## src/rtl/uart_rx_fifo_if.sv

```systemverilog
// uart_rx_fifo_if: receiver handshake plus CPU-side byte-read port of the UART RX FIFO.
interface uart_rx_fifo_if #(parameter int DEPTH = 4);
    localparam int AW = $clog2(DEPTH);
    logic          rx_data_valid;
    logic [7:0]    rx_data;
    logic          rx_ready;
    logic [1:0]    rx_ctrl;
    logic          rd_en;
    logic [7:0]    rd_data;
    logic          rd_valid;
    logic          empty;
    logic          full;
    logic [AW:0]   count;
    logic          overrun;
    logic          clr_overrun;
    logic          uart_idle;
    modport master (
        output rx_data_valid, rx_data, rx_ready, rd_en, clr_overrun,
        input  rx_ctrl, rd_data, rd_valid, empty, full, count, overrun, uart_idle
    );
    modport slave (
        input  rx_data_valid, rx_data, rx_ready, rd_en, clr_overrun,
        output rx_ctrl, rd_data, rd_valid, empty, full, count, overrun, uart_idle
    );
endinterface

```

## src/rtl/uart_rx_fifo.sv

```systemverilog
// uart_rx_fifo: captures receiver bytes into a DEPTH-entry FIFO and drives the finish/re-arm handshake.
module uart_rx_fifo #(
    parameter int DEPTH       = 4,
    parameter int ACK_TIMEOUT = 64
) (
    input logic           clk,
    input logic           rst,
    uart_rx_fifo_if.slave bus
);
    localparam int AW = $clog2(DEPTH);
    localparam logic [AW:0] FULL_CNT = (AW+1)'(DEPTH);
    localparam logic [7:0]  TMO_LAST = 8'(ACK_TIMEOUT - 1);

    typedef enum logic [2:0] {WAIT, CAPTURE, ACK, REARM1, REARM2, GAP} state_t;

    state_t          state;
    logic [7:0]      mem [DEPTH];
    logic [AW-1:0]   wr_ptr;
    logic [AW-1:0]   rd_ptr;
    logic [AW:0]     cnt;
    logic [7:0]      tcnt;
    logic            rd_acc;
    logic            wr_req;
    logic            wr_acc;
    logic            drop;

    // A pop in the same cycle frees the slot, so a full FIFO can still accept the byte.
    always_comb begin
        rd_acc = bus.rd_en && cnt != '0;
        wr_req = state == WAIT && bus.rx_data_valid;
        wr_acc = wr_req && (cnt != FULL_CNT || rd_acc);
        drop   = wr_req && !wr_acc;
    end

    assign bus.empty = cnt == '0;
    assign bus.full  = cnt == FULL_CNT;
    assign bus.count = cnt;

    always_ff @(posedge clk)
        if (rst && wr_acc) mem[wr_ptr] <= bus.rx_data;

    always_ff @(posedge clk) begin
        if (!rst) begin
            wr_ptr      <= '0;
            rd_ptr      <= '0;
            cnt         <= '0;
            bus.rd_data <= 8'h00;
            bus.rd_valid <= 1'b0;
            bus.overrun <= 1'b0;
            bus.uart_idle <= 1'b0;
        end else begin
            bus.uart_idle <= bus.rx_ready;
            bus.rd_valid  <= rd_acc;
            if (wr_acc) wr_ptr <= wr_ptr + 1'b1;
            if (rd_acc) begin
                rd_ptr      <= rd_ptr + 1'b1;
                bus.rd_data <= mem[rd_ptr];
            end
            cnt <= cnt + {{AW{1'b0}}, wr_acc} - {{AW{1'b0}}, rd_acc};
            bus.overrun <= drop ? 1'b1 : (bus.clr_overrun ? 1'b0 : bus.overrun);
        end
    end

    // rx_ctrl is loaded with the value belonging to the state being entered.
    always_ff @(posedge clk) begin
        if (!rst) begin
            state       <= WAIT;
            bus.rx_ctrl <= 2'b00;
            tcnt        <= '0;
        end else begin
            case (state)
                WAIT: if (bus.rx_data_valid) begin
                    state       <= CAPTURE;
                    bus.rx_ctrl <= 2'b10;
                end
                CAPTURE: begin
                    state <= ACK;
                    tcnt  <= '0;
                end
                ACK: if (!bus.rx_data_valid || tcnt == TMO_LAST) begin
                    state       <= REARM1;
                    bus.rx_ctrl <= 2'b01;
                end else begin
                    tcnt <= tcnt + 1'b1;
                end
                REARM1: state <= REARM2;
                REARM2: begin
                    state       <= GAP;
                    bus.rx_ctrl <= 2'b00;
                end
                GAP: state <= WAIT;
                default: begin
                    state       <= WAIT;
                    bus.rx_ctrl <= 2'b00;
                end
            endcase
        end
    end
endmodule
```

## src/flat_wrapper.sv

```systemverilog
// flat-port wrapper written by rule: the top's interface ports become plain ports
module uart_rx_fifo_flat 
#(
    parameter int DEPTH       = 4,
    parameter int ACK_TIMEOUT = 64
)
  (clk, rst, bus_rx_data_valid, bus_rx_data, bus_rx_ready, bus_rd_en, bus_clr_overrun, bus_rx_ctrl, bus_rd_data, bus_rd_valid, bus_empty, bus_full, bus_count, bus_overrun, bus_uart_idle);
  uart_rx_fifo_if #(.DEPTH(DEPTH)) bus_i ();
  input logic clk;
  input logic rst;
  input wire logic [$bits(bus_i.rx_data_valid)-1:0] bus_rx_data_valid;
  input wire logic [$bits(bus_i.rx_data)-1:0] bus_rx_data;
  input wire logic [$bits(bus_i.rx_ready)-1:0] bus_rx_ready;
  input wire logic [$bits(bus_i.rd_en)-1:0] bus_rd_en;
  input wire logic [$bits(bus_i.clr_overrun)-1:0] bus_clr_overrun;
  output wire logic [$bits(bus_i.rx_ctrl)-1:0] bus_rx_ctrl;
  output wire logic [$bits(bus_i.rd_data)-1:0] bus_rd_data;
  output wire logic [$bits(bus_i.rd_valid)-1:0] bus_rd_valid;
  output wire logic [$bits(bus_i.empty)-1:0] bus_empty;
  output wire logic [$bits(bus_i.full)-1:0] bus_full;
  output wire logic [$bits(bus_i.count)-1:0] bus_count;
  output wire logic [$bits(bus_i.overrun)-1:0] bus_overrun;
  output wire logic [$bits(bus_i.uart_idle)-1:0] bus_uart_idle;
  assign bus_i.rx_data_valid = bus_rx_data_valid;
  assign bus_i.rx_data = bus_rx_data;
  assign bus_i.rx_ready = bus_rx_ready;
  assign bus_i.rd_en = bus_rd_en;
  assign bus_i.clr_overrun = bus_clr_overrun;
  assign bus_rx_ctrl = bus_i.rx_ctrl;
  assign bus_rd_data = bus_i.rd_data;
  assign bus_rd_valid = bus_i.rd_valid;
  assign bus_empty = bus_i.empty;
  assign bus_full = bus_i.full;
  assign bus_count = bus_i.count;
  assign bus_overrun = bus_i.overrun;
  assign bus_uart_idle = bus_i.uart_idle;
  uart_rx_fifo #(.DEPTH(DEPTH), .ACK_TIMEOUT(ACK_TIMEOUT)) u_core (.clk(clk), .rst(rst), .bus(bus_i));
endmodule
```

## config.mk

```make
export PLATFORM = sky130hd
export DESIGN_NAME = uart_rx_fifo_flat
export DESIGN_NICKNAME = d
export VERILOG_FILES = /design/src/rtl/uart_rx_fifo_if.sv /design/src/rtl/uart_rx_fifo.sv /design/src/flat_wrapper.sv
export SDC_FILE = /design/constraint.sdc
export NUM_CORES = 1
export LEC_CHECK = 0
export ABC_AREA = 1
export CAP_MARGIN = 20
export CORE_UTILIZATION = 49
export CTS_CLUSTER_DIAMETER = 100
export DETAILED_ROUTE_END_ITERATION = 10
export HOLD_SLACK_MARGIN = 0.02
export MAX_ROUTING_LAYER = met4
export PLACE_DENSITY = 0.7
export SYNTH_ARGS = -nofsm -noshare
export SYNTH_HDL_FRONTEND = slang
export SYNTH_SLANG_ARGS = --single-unit
```

## constraint.sdc

```tcl
create_clock -name clk -period 6 [get_ports clk]
set_clock_uncertainty 0.1 [all_clocks]
set_input_delay 1.2 -clock clk [delete_from_list [all_inputs] [get_ports clk]]
set_output_delay 1.2 -clock clk [all_outputs]
set_load 0.02 [all_outputs]
```

==> flow_summary_export.csv, run 1 <==
group,metric,value,unit
synthesis,synthXorXnorAreaFrac,0,
floorplanning,initial_core_util,0.5131,
clock_tree,cts_made_buffers,9,
layout,finalNonFillerCells,397,
synthesis,synthAdderAreaFrac,0.04055,
global_route,grt_usage,0.2166,
place,post-place-ws,2.493,ns
clock_tree,htree_levels,3,
floorplanning,dieArea,5714,um2
power_and_ir_drop,comb_power_share,0.285,
place,routabilityCongestion,0.8510,
power_and_ir_drop,p_int,0.8790,mW
timing,hold_violations,0,
floorplanning,io_pins,32,
synthesis,avgSynthCellArea,9.215,um2
drt,wl_per_cell,13.22,um
synthesis,syn_nets,310,
drt,drt_iter0_markers,101,
drt,vias,1961,
synthesis,synth_mux_area_frac,0,
critical_path,r2r_cells,8,
power_and_ir_drop,switchingPower,0.4144,mW
synthesis,synth_edf_count,32,
clock_tree,post_cts_resized,0,
drt,drtPass1Iterations,4,
timing,finalSetupViolations,0,
synthesis,synth_area,2654,um2
floorplanning,rows,26,
synthesis,yosys.area_share.simple,0.1839,
layout,antenna_cells,0,
timing,slew_headroom,0.5190,
place,dp.final_hpwl,3805,um
power_and_ir_drop,seq_power_share,0.426,
drt,drtAntennaViolNets,0,
layout,area_growth,21.12,%
synthesis,async_flop_share,0,
synthesis,synth_top_family_by_area,"simple AND/OR/NAND/NOR gates",
flow_run,max_cap_viol_count,0,
floorplanning,fp.dieW,75.59,um
timing,final-max-slew-violation-count,0,
worst_hold_path,min_path_cells,2,
critical_path,cp.required,5.86,ns
layout,final_util,0.6214,
timing,worst_slew_pin_slew,0.7189,ns
synthesis,yosysSeqAreaShare,0.5959,
global_route,antenna_found_initial,0,
power_and_ir_drop,max-vdd-ir-drop,0.2177,mV
timing,fin_ws,2.852,ns
outcome,status,"complete, no violations",
critical_path,worst_ep_arrival_time,3.01,ns
drt,route.detailed.drc,0,
clock_tree,post_cts_buffers,0,
synthesis,post-synth-top-count-cell,"nor2_1",
power_and_ir_drop,leakage,1.265,nW
clock_tree,cts.sink_count,63,
timing,fmax,0.3177,GHz
floorplanning,coreArea,5172,um2
timing,rsz0062_at_grt,"false",
power_and_ir_drop,p_per_area,402.4,nW/um2
global_route,grt_max_degree,24,
floorplanning,fp.dieH,75.59,um
synthesis,synthTopCellsByCount,"60 x nor2_1, 39 x o21ai_0, 33 x nand2_1, 32 x edfxtp_1",
clock_tree,cts_tree,"yes",
synthesis,synth_top_area_cell,"edfxtp_1",
drt,via_per_inst,4.940,
timing,period_needed,3.148,ns
global_route,grt_pass1_vias,1846,
synthesis,syn_inst,288,
timing,fin_setup_tns,0,ns
clock_tree,clockBufferDepth,2,
worst_hold_path,hp-class,"flop to flop",
clock_tree,cts_root_buf,"clkbuf_8",
synthesis,yosys_most_used_dff,"edfxtp_1",
place,portBuffers,31,
timing,finalCritPeriodShare,0.5246,
synthesis,yosysUniqueCellTypes,25,
power_and_ir_drop,clkPwrFrac,0.288,
clock_tree,clk_latency,0.33,ns
critical_path,path_class,"input port to flop",
synthesis,synthTopCellsByArea,"edfxtp_1 36%, dfxtp_1 23%, nor2_1 8.5%",
clock_tree,clkTransAtPathRegs,0.06,ns
place,place_inst,381,
critical_path,regToRegSetupSlack,3.58,ns
synthesis,ys_seq_elements,63,
global_route,grt_pass1_wl,8321,um
critical_path,worst-path-max-fanout,12,
layout,nets,344,
clock_tree,cts_hold_buf,0,
layout,layout-drive-gt1-share,0.07034,
critical_path,startpoint_type,"input port",
synthesis,yosysWarnings,0,
critical_path,crit_path_end_kind,"flop",
global_route,grt-ovfl-total,0,
drt,wl,5247,um
synthesis,synth_compound_area_frac,0.1141,
power_and_ir_drop,swShare,0.3204,
synthesis,synth_top_area_share,0.3621,
[logic make-up after synthesis]
logic type      after synthesis
fa+ha+maj                     8
buf+inv                      42
flops                        63
compound gates               60
simple gates                115
[critical path: stages]
cell and delay [ns]:
clkdlybuf4s50_1 0.45, nand2_1 0.23, nand2_1 0.16, nand2_1 0.13, inv_1 0.10, nand2_1 0.12, nor2_1 0.61
[routing by layer]
| metal | global-route usage | vias to the layer above | share of wire |
|---|---|---|---|
| li1 | - | 1013 | - |
| met1 | 0.2411 | 904 | 0.43 |
| met2 | 0.3631 | 38 | 0.52 |
| met3 | 0.05688 | 6 | 0.040 |
| met4 | 0.1029 | 0 | 0.015 |
| met5 | - | - | 0 |
[final cells by class]
class | instances | area [um2]
fill | 460 | 1958
sequential | 63 | 1582
multi-input combinational | 183 | 898.4
timing repair buffer | 31 | 310.3
clock buffer | 13 | 168.9
inverter | 34 | 127.6
tap | 70 | 87.58
clock inverter | 3 | 40.04
[flip-flops by register name, summed over array words and instances, names as in the netlist, 2 cells and up]
name,count
u_core.mem,32
u_core.tcnt,8
u_core.wr_ptr,2
u_core.bus.count,3
u_core.bus.rd_data,8
u_core.bus.rx_ctrl,2
u_core.rd_ptr,2
u_core.state,3
[cells in the final DEF, fill, tap and decap left out, drive strengths merged, types with 3 or more instances in the layout]
cell	instances
nor2	63
clkbuf	13
a21oi	16
clkinv	3
dfxtp	31
ha	7
edfxtp	32
nand2	36
inv	33
clkdlybuf4s50	31
nand3	12
o21ai	43
[power by group through the flow]
stage | Sequential, mW | Combinational, mW | Clock (mW)
2_1_floorplan | 0.577 | 0.213 | 0
3_3_place_gp | 0.560 | 0.368 | 0
3_5_place_dp | 0.560 | 0.371 | 0
4_1_cts | 0.552 | 0.373 | 0.384
5_1_grt | 0.561 | 0.416 | 0.401
6_report | 0.551 | 0.369 | 0.373
[per-stage QoR]
| step | cell area, um2 | hold WS [ns] | power, mW |
|---|---|---|---|
| floorplan | 2654 | 0.3504 | 0.7901 |
| global placement | 3005 | 0.3524 | 0.9279 |
| detailed placement | 3005 | 0.3554 | 0.9304 |
| CTS | 3214 | 0.3645 | 1.309 |
| global route | 3214 | 0.4087 | 1.378 |
| finish | 3214 | 0.3665 | 1.293 |
[final timing paths]
check	from	end
worst max-delay path	bus_rd_en	u_core.mem[0][6]$_DFFE_PP_
worst min-delay path	u_core.bus.rx_ctrl[0]$_SDFFE_PN0P_	u_core.bus.rx_ctrl[0]$_SDFFE_PN0P_
worst max register to register	u_core.bus.count[1]$_SDFF_PN0_	u_core.mem[0][6]$_DFFE_PP_
worst min register to register	u_core.bus.rx_ctrl[0]$_SDFFE_PN0P_	u_core.bus.rx_ctrl[0]$_SDFFE_PN0P_
Power figures use the tool's default switching activity.
==> run 2, diff against run 1 <==
Clock period 6 ns to 3.2 ns, I/O delays scaled along.
==> run 2 against run 1 <==
Effect of this change: non-clock buffer count grew 6; critical endpoint is now bus_full; flip-flop and latch count is the same; worst setup slack lost 2.0 ns; routed wire length shrank 5.4%; critical path depth fell by 3; first-iteration DRC count down 17%; register-to-register slack lost 2.5 ns; global-route usage is 0.90 points lower; highest routed layer unchanged.
==> flow_summary_export.csv, run 2 (synthesized netlist as in run 1, its figures left out) <==
group,metric,value,unit
clock_tree,post_cts_buffers,0,
outcome,status,"complete, no violations",
floorplanning,io_pins,32,
drt,wl_per_cell,12.32,um
worst_hold_path,hp-start,"u_core.bus.rx_ctrl[0]$_SDFFE_PN0P_",
critical_path,worst_ep_arrival_time,1.61,ns
clock_tree,clk_latency,0.34,ns
timing,rsz0062_at_grt,"false",
critical_path,worst-path-max-fanout,4,
timing,fin_setup_tns,0,ns
layout,antenna_cells,0,
place,routabilityCongestion,0.7906,
drt,via_per_inst,4.883,
floorplanning,coreArea,5172,um2
critical_path,r2r_cells,12,
critical_path,path_class,"flop to output port",
layout,reg_top3,"u_core.mem (32), u_core.bus.rd_data (8), u_core.tcnt (8)",
global_route,grt_max_degree,19,
worst_hold_path,hold-path-endpoint,"u_core.bus.rx_ctrl[0]$_SDFFE_PN0P_",
drt,drt_iter0_markers,84,
timing,finalCritPeriodShare,0.7332,
critical_path,cp.required,2.46,ns
floorplanning,rows,26,
timing,fmax,0.4262,GHz
place,portBuffers,31,
clock_tree,clockBufferDepth,2,
clock_tree,post_cts_resized,0,
clock_tree,cts_root_buf,"clkbuf_8",
timing,hold_violations,0,
critical_path,regToRegSetupSlack,1.04,ns
layout,top_register,"u_core.mem",
clock_tree,cts.sink_count,63,
clock_tree,cts_made_buffers,9,
timing,worst_slew_pin_slew,0.5851,ns
timing,finalSetupViolations,0,
drt,route.detailed.drc,0,
floorplanning,fp.dieW,75.59,um
clock_tree,clkTransAtPathRegs,0.07,ns
power_and_ir_drop,max-vdd-ir-drop,0.4110,mV
layout,mostFrequentLayoutCells,"60 x nor2_1, 39 x o21ai_0, 33 x nand2_1",
clock_tree,cts_tree,"yes",
timing,slew_headroom,0.6094,
critical_path,startpoint_type,"flop",
layout,layout_commonest_cell,"nor2_1",
global_route,grt_usage,0.2076,
layout,nets,350,
flow_run,max_cap_viol_count,0,
worst_hold_path,hp-class,"flop to flop",
global_route,grt_pass1_vias,1813,
floorplanning,initial_core_util,0.5131,
clock_tree,cts_hold_buf,0,
drt,wl,4965,um
drt,drtAntennaViolNets,0,
critical_path,r2r-end,"u_core.bus.count[2]$_SDFF_PN0_",
worst_hold_path,min_path_cells,2,
global_route,antenna_found_initial,0,
layout,largest_register_ff_count,32,
timing,period_needed,2.346,ns
timing,final-max-slew-violation-count,0,
critical_path,reg2reg_from,"u_core.bus.count[1]$_SDFF_PN0_",
drt,drtPass1Iterations,6,
global_route,grt-ovfl-total,0,
power_and_ir_drop,leakage,1.308,nW
timing,finalHoldWorstSlack,0.3666,ns
layout,n_fill_cell,424,
layout,area_growth,24.14,%
global_route,grt_pass1_wl,8086,um
layout,layout-drive-gt1-share,0.08709,
place,dp.final_hpwl,3242,um
power_and_ir_drop,fin_total_pwr,2.558,mW
clock_tree,htree_levels,3,
power_and_ir_drop,p_per_area,776.5,nW/um2
floorplanning,fp.dieH,75.59,um
critical_path,crit_path_end_kind,"output port",
drt,vias,1968,
floorplanning,dieArea,5714,um2
run 2: cell types whose count changed in the layout (fill, tap and decap cells not counted), sizes merged:
cell / previous run / this run
buf: 0 / 6
inv: 33 / 34
clkbuf: 13 / 9
clkinv: 3 / 4
bufinv: 1 / 3
run 2: stage by stage:
step	std cells	setup WS (ns)	instance area [um2]	utilization
2_1_floorplan	288	0.9704	2654	-
3_3_place_gp	387	0.5951	3050	0.5897
3_5_place_dp	387	0.5366	3050	0.5897
4_1_cts	403	0.8164	3294	0.6369
5_1_grt	403	0.7410	3294	0.6369
6_report	403	0.8536	3294	0.6369
run 2: worst max-delay path, cell delays in order (launching register included):
cell and delay (ns):
dfxtp_1 0.35, inv_1 0.08, nand2_1 0.06, nor2_1 0.14, clkdlybuf4s50_1 0.63
run 2: metal layers:
layer	up-vias	global-route usage	part of all wire
met5	-	-	0
met4	0	0.08642	0.016
met3	8	0.07540	0.037
met2	43	0.3284	0.49
met1	892	0.2396	0.46
li1	1025	-	-
run 2: how the worst max path moves through the flow:
stage | from | endpoint | cells after the start
after floorplan | u_core.bus.count[1]$_SDFF_PN0_ | u_core.bus.count[2]$_SDFF_PN0_ | 12
after global placement | bus_rd_en | u_core.bus.count[2]$_SDFF_PN0_ | 10
after detailed placement | bus_rd_en | u_core.bus.count[2]$_SDFF_PN0_ | 11
after CTS | u_core.bus.count[1]$_SDFF_PN0_ | bus_full | 4
after global routing | bus_rd_en | u_core.bus.count[2]$_SDFF_PN0_ | 11
final | u_core.bus.count[1]$_SDFF_PN0_ | bus_full | 4
run 2: final cells by class:
type	instances	area, um2	share of cell area
Clock buffer	9	123.9	0.03760
Clock inverter	7	120.1	0.03646
Sequential cell	63	1582	0.4801
Timing Repair Buffer	37	355.3	0.1079
Inverter	34	127.6	0.03874
Tap cell	70	87.58	0.02659
Multi-Input combinational cell	183	898.4	0.2727
run 2: report_power, final:
part / internal (mW) / total (mW) / switching (mW)
clock network: 0.520 / 0.832 / 0.312
logic: 0.290 / 0.700 / 0.410
registers: 0.947 / 1.03 / 0.0787
